===== config.mk =====
export PLATFORM = sky130hd
export DESIGN_NAME = heaa_rr_sched
export DESIGN_NICKNAME = d
export VERILOG_FILES = /design/src/rtl/heaa_sched_pkg.sv /design/src/rtl/heaa_12b9inacc.sv /design/src/rtl/rr_pick.sv /design/src/rtl/heaa_rr_sched.sv
export SDC_FILE = /design/constraint.sdc
export NUM_CORES = 1
export LEC_CHECK = 0
export CAP_MARGIN = 20
export CORE_UTILIZATION = 32
export CTS_BUF_LIST = sky130_fd_sc_hd__clkbuf_4 sky130_fd_sc_hd__clkbuf_8 sky130_fd_sc_hd__clkbuf_16
export DETAILED_ROUTE_END_ITERATION = 7
export HOLD_SLACK_MARGIN = 0.08
export PLACE_DENSITY = 0.81
export SETUP_SLACK_MARGIN = 0.2
export SYNTH_ARGS = -nofsm -noshare
export SYNTH_HDL_FRONTEND = slang
export SYNTH_SLANG_ARGS = --single-unit

===== constraint.sdc =====
create_clock -name clk -period 4.1 [get_ports clk]
set_input_delay 0.82 -clock clk [delete_from_list [all_inputs] [get_ports clk]]
set_output_delay 0.82 -clock clk [all_outputs]
set_load 0.01 [all_outputs]

===== src/rtl/heaa_sched_pkg.sv =====
// Shared types and constants for the HEAA round-robin scheduler slice.
//   state_t     : output-slot state (IDLE = empty, FULL = result held)
//   HEAA_W      : adder operand width
//   HEAA_SUM_W  : adder result width (operand width + carry-out)
//   ERR_CNT_W   : width of the optional approximation-error counter
package heaa_sched_pkg;

  typedef enum logic {
    IDLE = 1'b0,
    FULL = 1'b1
  } state_t;

  localparam int unsigned HEAA_W     = 12;
  localparam int unsigned HEAA_SUM_W = 13;
  localparam int unsigned ERR_CNT_W  = 16;

endpackage


===== src/rtl/heaa_12b9inacc.sv =====
// 12-bit HEAA approximate adder with a 9-bit inaccurate lower part.
//   a_i, b_i : 12-bit operands
//   sum_o    : 13-bit approximate sum
// Bits [7:0] are OR-ed with no carry, bit 8 is a half adder whose generate
// feeds the exact upper 3-bit adder, which also produces the carry-out.
module heaa_12b9inacc
  import heaa_sched_pkg::*;
(
  input  logic [HEAA_W-1:0]     a_i,
  input  logic [HEAA_W-1:0]     b_i,
  output logic [HEAA_SUM_W-1:0] sum_o
);

  logic       g8;
  logic [3:0] hi;

  assign g8 = a_i[8] & b_i[8];
  assign hi = {1'b0, a_i[11:9]} + {1'b0, b_i[11:9]} + {3'b000, g8};

  assign sum_o = {hi, a_i[8] ^ b_i[8], a_i[7:0] | b_i[7:0]};

endmodule


===== src/rtl/rr_pick.sv =====
// Round-robin priority selector (purely combinational).
//   req_valid_i : per-requester request vector
//   ptr_i       : index holding highest priority this cycle
//   gnt_o       : one-hot grant (zero when nothing is requested)
//   found_o     : at least one request was granted
module rr_pick #(
  parameter  int unsigned NREQ = 4,
  localparam int unsigned IDW  = $clog2(NREQ)
) (
  input  logic [NREQ-1:0] req_valid_i,
  input  logic [IDW-1:0]  ptr_i,
  output logic [NREQ-1:0] gnt_o,
  output logic            found_o
);

  // Requester i has priority distance (i - ptr) mod NREQ; the smallest
  // distance among valid requesters wins. Indices stay loop constants.
  always_comb begin
    gnt_o   = '0;
    found_o = 1'b0;
    for (int unsigned k = 0; k < NREQ; k++) begin
      for (int unsigned i = 0; i < NREQ; i++) begin
        if (!found_o && req_valid_i[i] &&
            ((i + NREQ - 32'(ptr_i)) % NREQ) == k) begin
          gnt_o[i] = 1'b1;
          found_o  = 1'b1;
        end
      end
    end
  end

endmodule


===== src/rtl/heaa_rr_sched.sv =====
// Round-robin scheduler sharing one HEAA approximate adder among NREQ
// requesters, with a single registered, tagged result slot.
//   clk, rst_n        : clock, synchronous active-low reset
//   req_valid/ready   : per-requester operand handshake (ready one-hot/zero)
//   req_a, req_b      : packed operands, requester i at [i*W +: W]
//   resp_valid/ready  : result handshake with backpressure
//   resp_sum, resp_id : approximate sum and owning requester index
// Optional (HEAA_ERR_STATS_EN): err_clr input, err_cnt output counting
// accepts whose approximate sum differs from the exact sum (saturating).
module heaa_rr_sched
  import heaa_sched_pkg::*;
#(
  parameter  int unsigned NREQ = 4,
  parameter  int unsigned W    = HEAA_W,
  localparam int unsigned IDW  = $clog2(NREQ)
) (
  input  logic            clk,
  input  logic            rst_n,
  input  logic [NREQ-1:0]   req_valid,
  output logic [NREQ-1:0]   req_ready,
  input  logic [NREQ*W-1:0] req_a,
  input  logic [NREQ*W-1:0] req_b,
  output logic            resp_valid,
  input  logic            resp_ready,
  output logic [W:0]      resp_sum,
  output logic [IDW-1:0]  resp_id
`ifdef HEAA_ERR_STATS_EN
  ,
  input  logic                 err_clr,
  output logic [ERR_CNT_W-1:0] err_cnt
`endif
);

  state_t         state_q;
  logic [IDW-1:0] ptr_q;
  logic           resp_valid_q;
  logic [W:0]     sum_q;
  logic [IDW-1:0] id_q;

  logic            slot_free;
  logic            found;
  logic            accept;
  logic [NREQ-1:0] gnt;
  logic [IDW-1:0]  gnt_idx;
  logic [IDW-1:0]  ptr_d;
  logic [W-1:0]    a_sel;
  logic [W-1:0]    b_sel;
  logic [W:0]      sum_apx;

  // Draining and refilling in the same cycle keeps one result per cycle.
  assign slot_free = (state_q == IDLE) | (resp_valid_q & resp_ready);

  rr_pick #(.NREQ(NREQ)) u_pick (
    .req_valid_i (req_valid),
    .ptr_i       (ptr_q),
    .gnt_o       (gnt),
    .found_o     (found)
  );

  assign accept    = rst_n & slot_free & found;
  assign req_ready = accept ? gnt : '0;

  always_comb begin
    gnt_idx = '0;
    a_sel   = '0;
    b_sel   = '0;
    for (int unsigned i = 0; i < NREQ; i++) begin
      if (gnt[i]) begin
        gnt_idx = IDW'(i);
        a_sel   = req_a[i*W +: W];
        b_sel   = req_b[i*W +: W];
      end
    end
  end

  assign ptr_d = (gnt_idx == IDW'(NREQ - 1)) ? '0 : gnt_idx + 1'b1;

  heaa_12b9inacc u_add (
    .a_i   (a_sel),
    .b_i   (b_sel),
    .sum_o (sum_apx)
  );

  always_ff @(posedge clk) begin
    if (!rst_n) begin
      state_q      <= IDLE;
      ptr_q        <= '0;
      resp_valid_q <= 1'b0;
      sum_q        <= '0;
      id_q         <= '0;
    end else if (accept) begin
      state_q      <= FULL;
      ptr_q        <= ptr_d;
      resp_valid_q <= 1'b1;
      sum_q        <= sum_apx;
      id_q         <= gnt_idx;
    end else if (slot_free) begin
      state_q      <= IDLE;
      resp_valid_q <= 1'b0;
    end
  end

  assign resp_valid = resp_valid_q;
  assign resp_sum   = sum_q;
  assign resp_id    = id_q;

`ifdef HEAA_ERR_STATS_EN
  logic [W:0]           sum_exact;
  logic [ERR_CNT_W-1:0] err_cnt_q;

  assign sum_exact = {1'b0, a_sel} + {1'b0, b_sel};

  always_ff @(posedge clk) begin
    if (!rst_n) begin
      err_cnt_q <= '0;
    end else if (err_clr) begin
      err_cnt_q <= '0;
    end else if (accept && (sum_exact != sum_apx) && (err_cnt_q != '1)) begin
      err_cnt_q <= err_cnt_q + 1'b1;
    end
  end

  assign err_cnt = err_cnt_q;
`endif

endmodule


==> results by group, run 1 <==
Routing
  • Post-DR vias/cell: 5.31
  • Drt first pass iters: 4
  • Wire length per cell: 14.6 um
  • Routed Antenna Nets: 0
  • Via count: 1891
  • DRT iter0 DRCs: 116
  • DRC viols: 0
  • WL final: 5.19 mm

CTS
  • CTS hold repair buffers: 0
  • Clock Sink Count: 18
  • Clock latency on the worst-skew pair: 250 ps
  • Worst-path clk slew: 70 ps
  • CTS tree: done
  • # Post-CTS Setup Buffers: 0
  • CTS buffer count: 3
  • Root Driver: clkbuf_8
  • Bufs on Longest Clock Path: 2
  • CTS H-Tree Depth: 1
  • Resized cells post-CTS: 0

Yosys
  • Synth Area in XOR/XNOR: 0.622%
  • Synthesis warning total: 0
  • Synthesized cell area: 1410 sq um
  • Yosys top cell area share: 25.6%
  • Async S/R FF share, synth: 0%
  • Top FF cell, synth: dfxtp_1
  • Synth Area in Adders: 5.51%
  • Post-synthesis mux area share: 0%
  • Most frequent cell after synthesis: nor2_1
  • Largest family of logic cells by synthesized area: compound AO/OA/AOI/OAI gates
  • Syn Nets: 293
  • Post-Synth Simple-Gate Area: 24.1%
  • Gate Count Post-Synth: 185
  • Biggest area consumer among synthesized cells: dfxtp_1
  • Synth Area per Inst: 7.61 sq um
  • Post-synthesis register bit count: 18
  • Most frequent cells after synthesis: nor2_1, nand2_1, o21ai_0, dfxtp_1, nand3_1
  • Largest cells by area after synthesis: dfxtp_1, nor2_1, a221oi_1
  • Post-synth EDFFs: 0
  • Cell variety after synth: 39
  • Post-synthesis sequential area ratio: 25.6%
  • Post-synthesis compound-gate area fraction: 37.8%

GRT
  • Met1 Usage GRT: 29.6%
  • Largest net degree at the start of global routing: 19
  • Met2 usage: 37.4%
  • Top Usage Layer GRT: met2
  • Initial antenna violation count: 0
  • Total track usage: 23.0%
  • Grt met3 use: 5.67%
  • Grt total ovfl: 0
  • Global-route wire length before repair: 7.91 mm
  • Number of global-route vias before repair: 1714

Floorplanning
  • Die height: 68.3 um
  • Starting Density: 34.2%
  • IO Count: 123
  • Die X: 68.3 um
  • Die ar.: 4670 sq um
  • # rows: 23
  • CORE AREA: 4120 sq um

Critical path
  • Worst Path Required: 3280 ps
  • Crit-path max FO: 9
  • Startpoint class of the critical path: input port
  • Worst reg2reg path depth: 10
  • Critical Path AT: 2840 ps
  • Critical path endpoint category: primary output
  • CP Class: in2out

Timing
  • Final-report setup violation count: 0
  • Part of the cycle the worst path needs: 89.4%
  • RSZ-0062 raised after global routing: no
  • Fin. Hold Viols: 0
  • Worst slew pin tran: 641 ps
  • Slew headroom: 57.3%
  • Worst clock skew: 1.21 ps
  • Slew Limit Fails: 0
  • Final WS setup: 436 ps
  • Post-layout min period: 3660 ps
  • FMAX: 273 MHz
  • Setup tns final: 0 ps

Placed design
  • DP Cell Count: 352
  • Post-Place Worst Slack: 181 ps
  • IO buf count: 122
  • Gpl congestion: 0.845
  • HPWL Detailed: 4.27 mm

Cells and area
  • Final Non-Filler Cells: 356
  • Area growth, synth to finish: 93.5%
  • N_diodes: 0
  • # fillers: 348
  • Nets: 415
  • Fraction of layout cells with a size suffix above 1: 5.88%

Min path
  • HP Class: reg2reg
  • Min-Delay Path Depth: 2

Pwr
  • PD cells: 262 nW/um^2
  • Leak Pwr: 1.09 nW
  • Total power: 714 uW
  • Worst vdd ir: 0.184 mV

Outcome
  • Status: complete, no violations

Run
  • Max-capacitance violation count: 0
==> layer usage <==
layer  vias up  wire [um]  part of all wire (%)
li1        941          -                     -
met2        63       2620                    51
met5         -          0                     0
met1       879       2210                    42
met4         0         75                   1.4
met3         8        285                   5.5
==> final timing paths <==
| kind | slack (ps) | end | start |
|---|---|---|---|
| setup / recovery | 440 | req_ready[2] | req_valid[0] |
| hold / removal | 460 | resp_sum[10] | resp_sum[10] |
| setup reg to reg | 1110 | resp_sum[11] | ptr_q[1] |
| hold reg to reg | 460 | resp_sum[10] | resp_sum[10] |
==> metrics by stage <==
| step | cell area (sq um) | utilization, % | hold WS, ps |
|---|---|---|---|
| CTS | 2720 | 66.2 | 462 |
| global route | 2720 | 66.2 | 475 |
| finish | 2720 | 66.2 | 462 |
| detailed placement | 2670 | 64.9 | 449 |
| global placement | 2670 | 64.9 | 442 |
| floorplan | 1410 | - | 478 |
==> final cells by class <==
cell class | count | area [sq um] | share of cell area [%]
inverters | 2 | 7.51 | 0.276
clock buffers | 4 | 55.1 | 2.02
repair buffers | 130 | 1280 | 47.0
flip-flops and latches | 18 | 360 | 13.2
well taps | 50 | 62.6 | 2.30
multi-input cells | 152 | 957 | 35.1
==> cell usage in the layout (no fill, tap or decap), types with 3 or more instances in the layout <==
cell / synthesis / routed
nand2_1: 19 / 19
nand3_1: 14 / 14
ha_1: 3 / 3
o31ai_1: 8 / 8
nor3_1: 3 / 3
o21ai_0: 19 / 19
clkdlybuf4s50_1: 0 / 122
dfxtp_1: 18 / 18
a221oi_1: 13 / 13
o211a_1: 9 / 9
a21oi_1: 4 / 4
nor2_1: 33 / 33
clkbuf_8: 0 / 4
buf_4: 1 / 8
==> registers in the layout, indices dropped and copies added, names as in the netlist <==
signal	cells
resp_valid	1
resp_id	2
resp_sum	13
ptr_q	2
==> logic make-up (layout without fill, tap and decap cells) <==
| group | count (synthesis) | after routing |
|---|---|---|
| simple gates | 77 | 77 |
| compound gates | 69 | 69 |
| flops | 18 | 18 |
| buf+inv | 15 | 136 |
| fa+ha+maj | 5 | 5 |
| xor+xnor | 1 | 1 |
==> where the power goes <==
group | switching, mW | total [mW] | internal [mW]
combinational | 0.141 | 0.346 | 0.205
sequential | 0.0164 | 0.221 | 0.204
clock | 0.0624 | 0.148 | 0.0854
total | 0.219 | 0.714 | 0.495
==> worst max-delay path: stages <==
cell             delay (ps)
clkdlybuf4s50_1         540
nor3_1                  250
a221o_1                 190
nand2_1                 240
nor2_1                  220
clkdlybuf4s50_1         580
Note: power is estimated with default switching activity, not from simulation.
==> run 2: changes to the inputs <==
--- a/config.mk
+++ b/config.mk
@@ -6,10 +6,13 @@
 export NUM_CORES = 1
 export LEC_CHECK = 0
 export CAP_MARGIN = 20
+export CORE_MARGIN = 2
 export CORE_UTILIZATION = 32
 export CTS_BUF_LIST = sky130_fd_sc_hd__clkbuf_4 sky130_fd_sc_hd__clkbuf_8 sky130_fd_sc_hd__clkbuf_16
 export DETAILED_ROUTE_END_ITERATION = 7
+export GPL_TIMING_DRIVEN = 0
 export HOLD_SLACK_MARGIN = 0.08
+export MAX_ROUTING_LAYER = met4
 export PLACE_DENSITY = 0.81
 export SETUP_SLACK_MARGIN = 0.2
 export SYNTH_ARGS = -nofsm -noshare
==> run 2 against run 1 <==
Net effect: final area increased by 0.37%; total power fell by 0.22%; clock skew hardly changed; register-to-register slack gained 40 ps; critical endpoint is now req_ready[0]; highest routed layer unchanged.
==> results by group, run 2 (same netlist as run 1, synthesis figures left out) <==
Pwr
  • PD cells: 261 nW/um^2 (was 262 nW/um^2)
  • Worst vdd ir: 0.168 mV (was 0.184 mV)
  • Leak Pwr: 1.11 nW (was 1.09 nW)

Min path
  • HP Class: reg2reg (unchanged)
  • Min-Delay Path Depth: 2 (unchanged)
  • WHS Endpoint: resp_sum[8] (was resp_sum[10])
  • Worst min-delay path startpoint: resp_sum[8] (was resp_sum[10])

Routing
  • Wire length per cell: 14.9 um (was 14.6 um)
  • DRC viols: 0 (unchanged)
  • DRT iter0 DRCs: 156 (was 116)
  • Via count: 1927 (was 1891)
  • WL final: 5.36 mm (was 5.19 mm)
  • Routed Antenna Nets: 0 (unchanged)
  • Post-DR vias/cell: 5.34 (was 5.31)
  • Drt first pass iters: 5 (was 4)

Timing
  • Slew Limit Fails: 0 (unchanged)
  • Worst clock skew: 0.864 ps (was 1.21 ps)
  • Post-layout min period: 3710 ps (was 3660 ps)
  • Final-report setup violation count: 0 (unchanged)
  • Fin. Hold Viols: 0 (unchanged)
  • Slew headroom: 47.2% (was 57.3%)
  • Worst slew pin tran: 791 ps (was 641 ps)
  • FMAX: 270 MHz (was 273 MHz)
  • Setup tns final: 0 ps (unchanged)
  • RSZ-0062 raised after global routing: no (unchanged)
  • Part of the cycle the worst path needs: 90.5% (was 89.4%)

Placed design
  • HPWL Detailed: 4.35 mm (was 4.27 mm)
  • Gpl congestion: 0.807 (was 0.845)
  • IO buf count: 120 (was 122)

CTS
  • CTS hold repair buffers: 0 (unchanged)
  • CTS tree: done (unchanged)
  • Bufs on Longest Clock Path: 2 (unchanged)
  • Root Driver: clkbuf_8 (unchanged)
  • CTS H-Tree Depth: 1 (unchanged)
  • Resized cells post-CTS: 0 (unchanged)
  • Worst-path clk slew: 70 ps (about the same)
  • CTS buffer count: 3 (unchanged)
  • # Post-CTS Setup Buffers: 0 (unchanged)
  • Clock latency on the worst-skew pair: 250 ps (about the same)
  • Clock Sink Count: 18 (unchanged)

Critical path
  • Worst Path Required: 3280 ps (about the same)
  • Crit Reg-Reg Endpoint: resp_sum[11] (unchanged)
  • Slowest cell delay on critical path: 740 ps (was 580 ps)
  • Startpoint class of the critical path: input port (unchanged)
  • CP Class: in2out (unchanged)
  • Critical Path AT: 2890 ps (was 2840 ps)
  • Worst reg2reg path depth: 11 (was 10)
  • Flop-to-flop setup slack: 1150 ps (was 1110 ps)
  • Max stage delay cell, worst path: o311ai_2 (was clkdlybuf4s50_1)
  • Crit-path max FO: 9 (unchanged)
  • Critical path endpoint category: primary output (unchanged)
  • Critical path cell sequence: clkdlybuf4s50_1 > nor2_1 > o311ai_2 > nor2_1 > clkdlybuf4s50_1 (was clkdlybuf4s50_1 > nor3_1 > a221o_1 > nand2_1 > nor2_1 > clkdlybuf4s50_1)
  • Start of the worst register-to-register path: ptr_q[0] (was ptr_q[1])

Floorplanning
  • Starting Density: 32.8% (was 34.2%)
  • # rows: 24 (was 23)
  • Die ar.: 4950 sq um (was 4670 sq um)
  • Die X: 70.3 um (was 68.3 um)
  • CORE AREA: 4290 sq um (was 4120 sq um)
  • IO Count: 123 (unchanged)
  • Die height: 70.3 um (was 68.3 um)

GRT
  • Largest net degree at the start of global routing: 11 (was 19)
  • Initial antenna violation count: 0 (unchanged)
  • Grt total ovfl: 0 (unchanged)
  • Total track usage: 22.4% (was 23.0%)
  • Number of global-route vias before repair: 1893 (was 1714)
  • Global-route wire length before repair: 8.67 mm (was 7.91 mm)

Run
  • Max-capacitance violation count: 0 (unchanged)

Cells and area
  • Nets: 418 (was 415)
  • Fraction of layout cells with a size suffix above 1: 6.80% (was 5.88%)
  • Max reg flops: 13 (unchanged)
  • Most frequent cells in the layout: clkdlybuf4s50_1, nor2_1, nand2_1, o21ai_0, dfxtp_1 (unchanged)
  • N_diodes: 0 (unchanged)
  • Final Util: 63.7% (was 66.2%)
  • Area growth, synth to finish: 94.2% (was 93.5%)
  • # fillers: 389 (was 348)
  • Most common cell after layout, fill and taps aside: clkdlybuf4s50_1 (unchanged)

Outcome
  • Status: complete, no violations (unchanged)
[run 2: where the power goes]
group	switching (mW)	total (mW)	leakage [nW]	internal [mW]
Sequential	0.0153	0.220	0.150	0.204
Combinational	0.143	0.347	0.926	0.204
Clock	0.0604	0.146	0.0288	0.0854
Total	0.219	0.713	1.11	0.494
[run 2: final cells by class]
type / instances / area (sq um) / share of cell area (%)
buffer: 13 / 82.6 / 3.02
clock buffer: 4 / 55.1 / 2.01
inverter: 2 / 7.51 / 0.275
multi-input combinational: 152 / 960 / 35.1
sequential: 18 / 360 / 13.2
tap: 52 / 65.1 / 2.38
timing repair buffer: 120 / 1200 / 44.0
[run 2: how the worst max path moves through the flow]
stage | cells after the start | start | to
floorplan | 12 | req_valid[0] | resp_sum[11]
finish | 5 | req_valid[1] | req_ready[0]
CTS | 5 | req_valid[2] | req_ready[0]
global placement | 11 | req_valid[2] | resp_sum[11]
global route | 12 | req_valid[1] | resp_sum[11]
detailed placement | 11 | req_valid[2] | resp_sum[11]
[run 2: worst max-delay path, delay by kind of cell]
kind | cells | cell delay [ps]
buffers and inverters | 2 | 1100
and+or+nand+nor | 2 | 220
AOI/OAI and AO/OA | 1 | 740
[run 2: layer usage]
layer  vias up  global-route usage [%]  part of all wire, %
li1        948                       -                    -
met1       905                    27.2                   39
met2        63                    37.3                   52
met3        11                    4.91                  6.9
met4         0                    6.20                  1.6
met5         -                       -                    0
[run 2: through the flow]
| stage | cells | hold slack, ps | area (sq um) | setup slack (ps) | total power, mW |
|---|---|---|---|---|---|
| final | 361 | 456 | 2730 | 390 | 0.713 |
| after global routing | 361 | 476 | 2730 | 234 | 0.764 |
| after CTS | 361 | 455 | 2730 | 314 | 0.718 |
| after detailed placement | 357 | 444 | 2670 | 138 | 0.570 |
| after global placement | 357 | 442 | 2670 | 177 | 0.566 |
| after floorplan | 185 | 478 | 1410 | 908 | 0.376 |
==> run 3: changes to the inputs <==
--- a/config.mk
+++ b/config.mk
@@ -5,13 +5,13 @@
 export SDC_FILE = /design/constraint.sdc
 export NUM_CORES = 1
 export LEC_CHECK = 0
-export CAP_MARGIN = 20
+export CAP_MARGIN = 30
 export CORE_MARGIN = 2
 export CORE_UTILIZATION = 32
 export CTS_BUF_LIST = sky130_fd_sc_hd__clkbuf_4 sky130_fd_sc_hd__clkbuf_8 sky130_fd_sc_hd__clkbuf_16
 export DETAILED_ROUTE_END_ITERATION = 7
 export GPL_TIMING_DRIVEN = 0
-export HOLD_SLACK_MARGIN = 0.08
+export HOLD_SLACK_MARGIN = 0.15
 export MAX_ROUTING_LAYER = met4
 export PLACE_DENSITY = 0.81
 export SETUP_SLACK_MARGIN = 0.2
==> results of run 3 <==
Same layout as run 2: the final DEF is identical, and so are final timing and power.
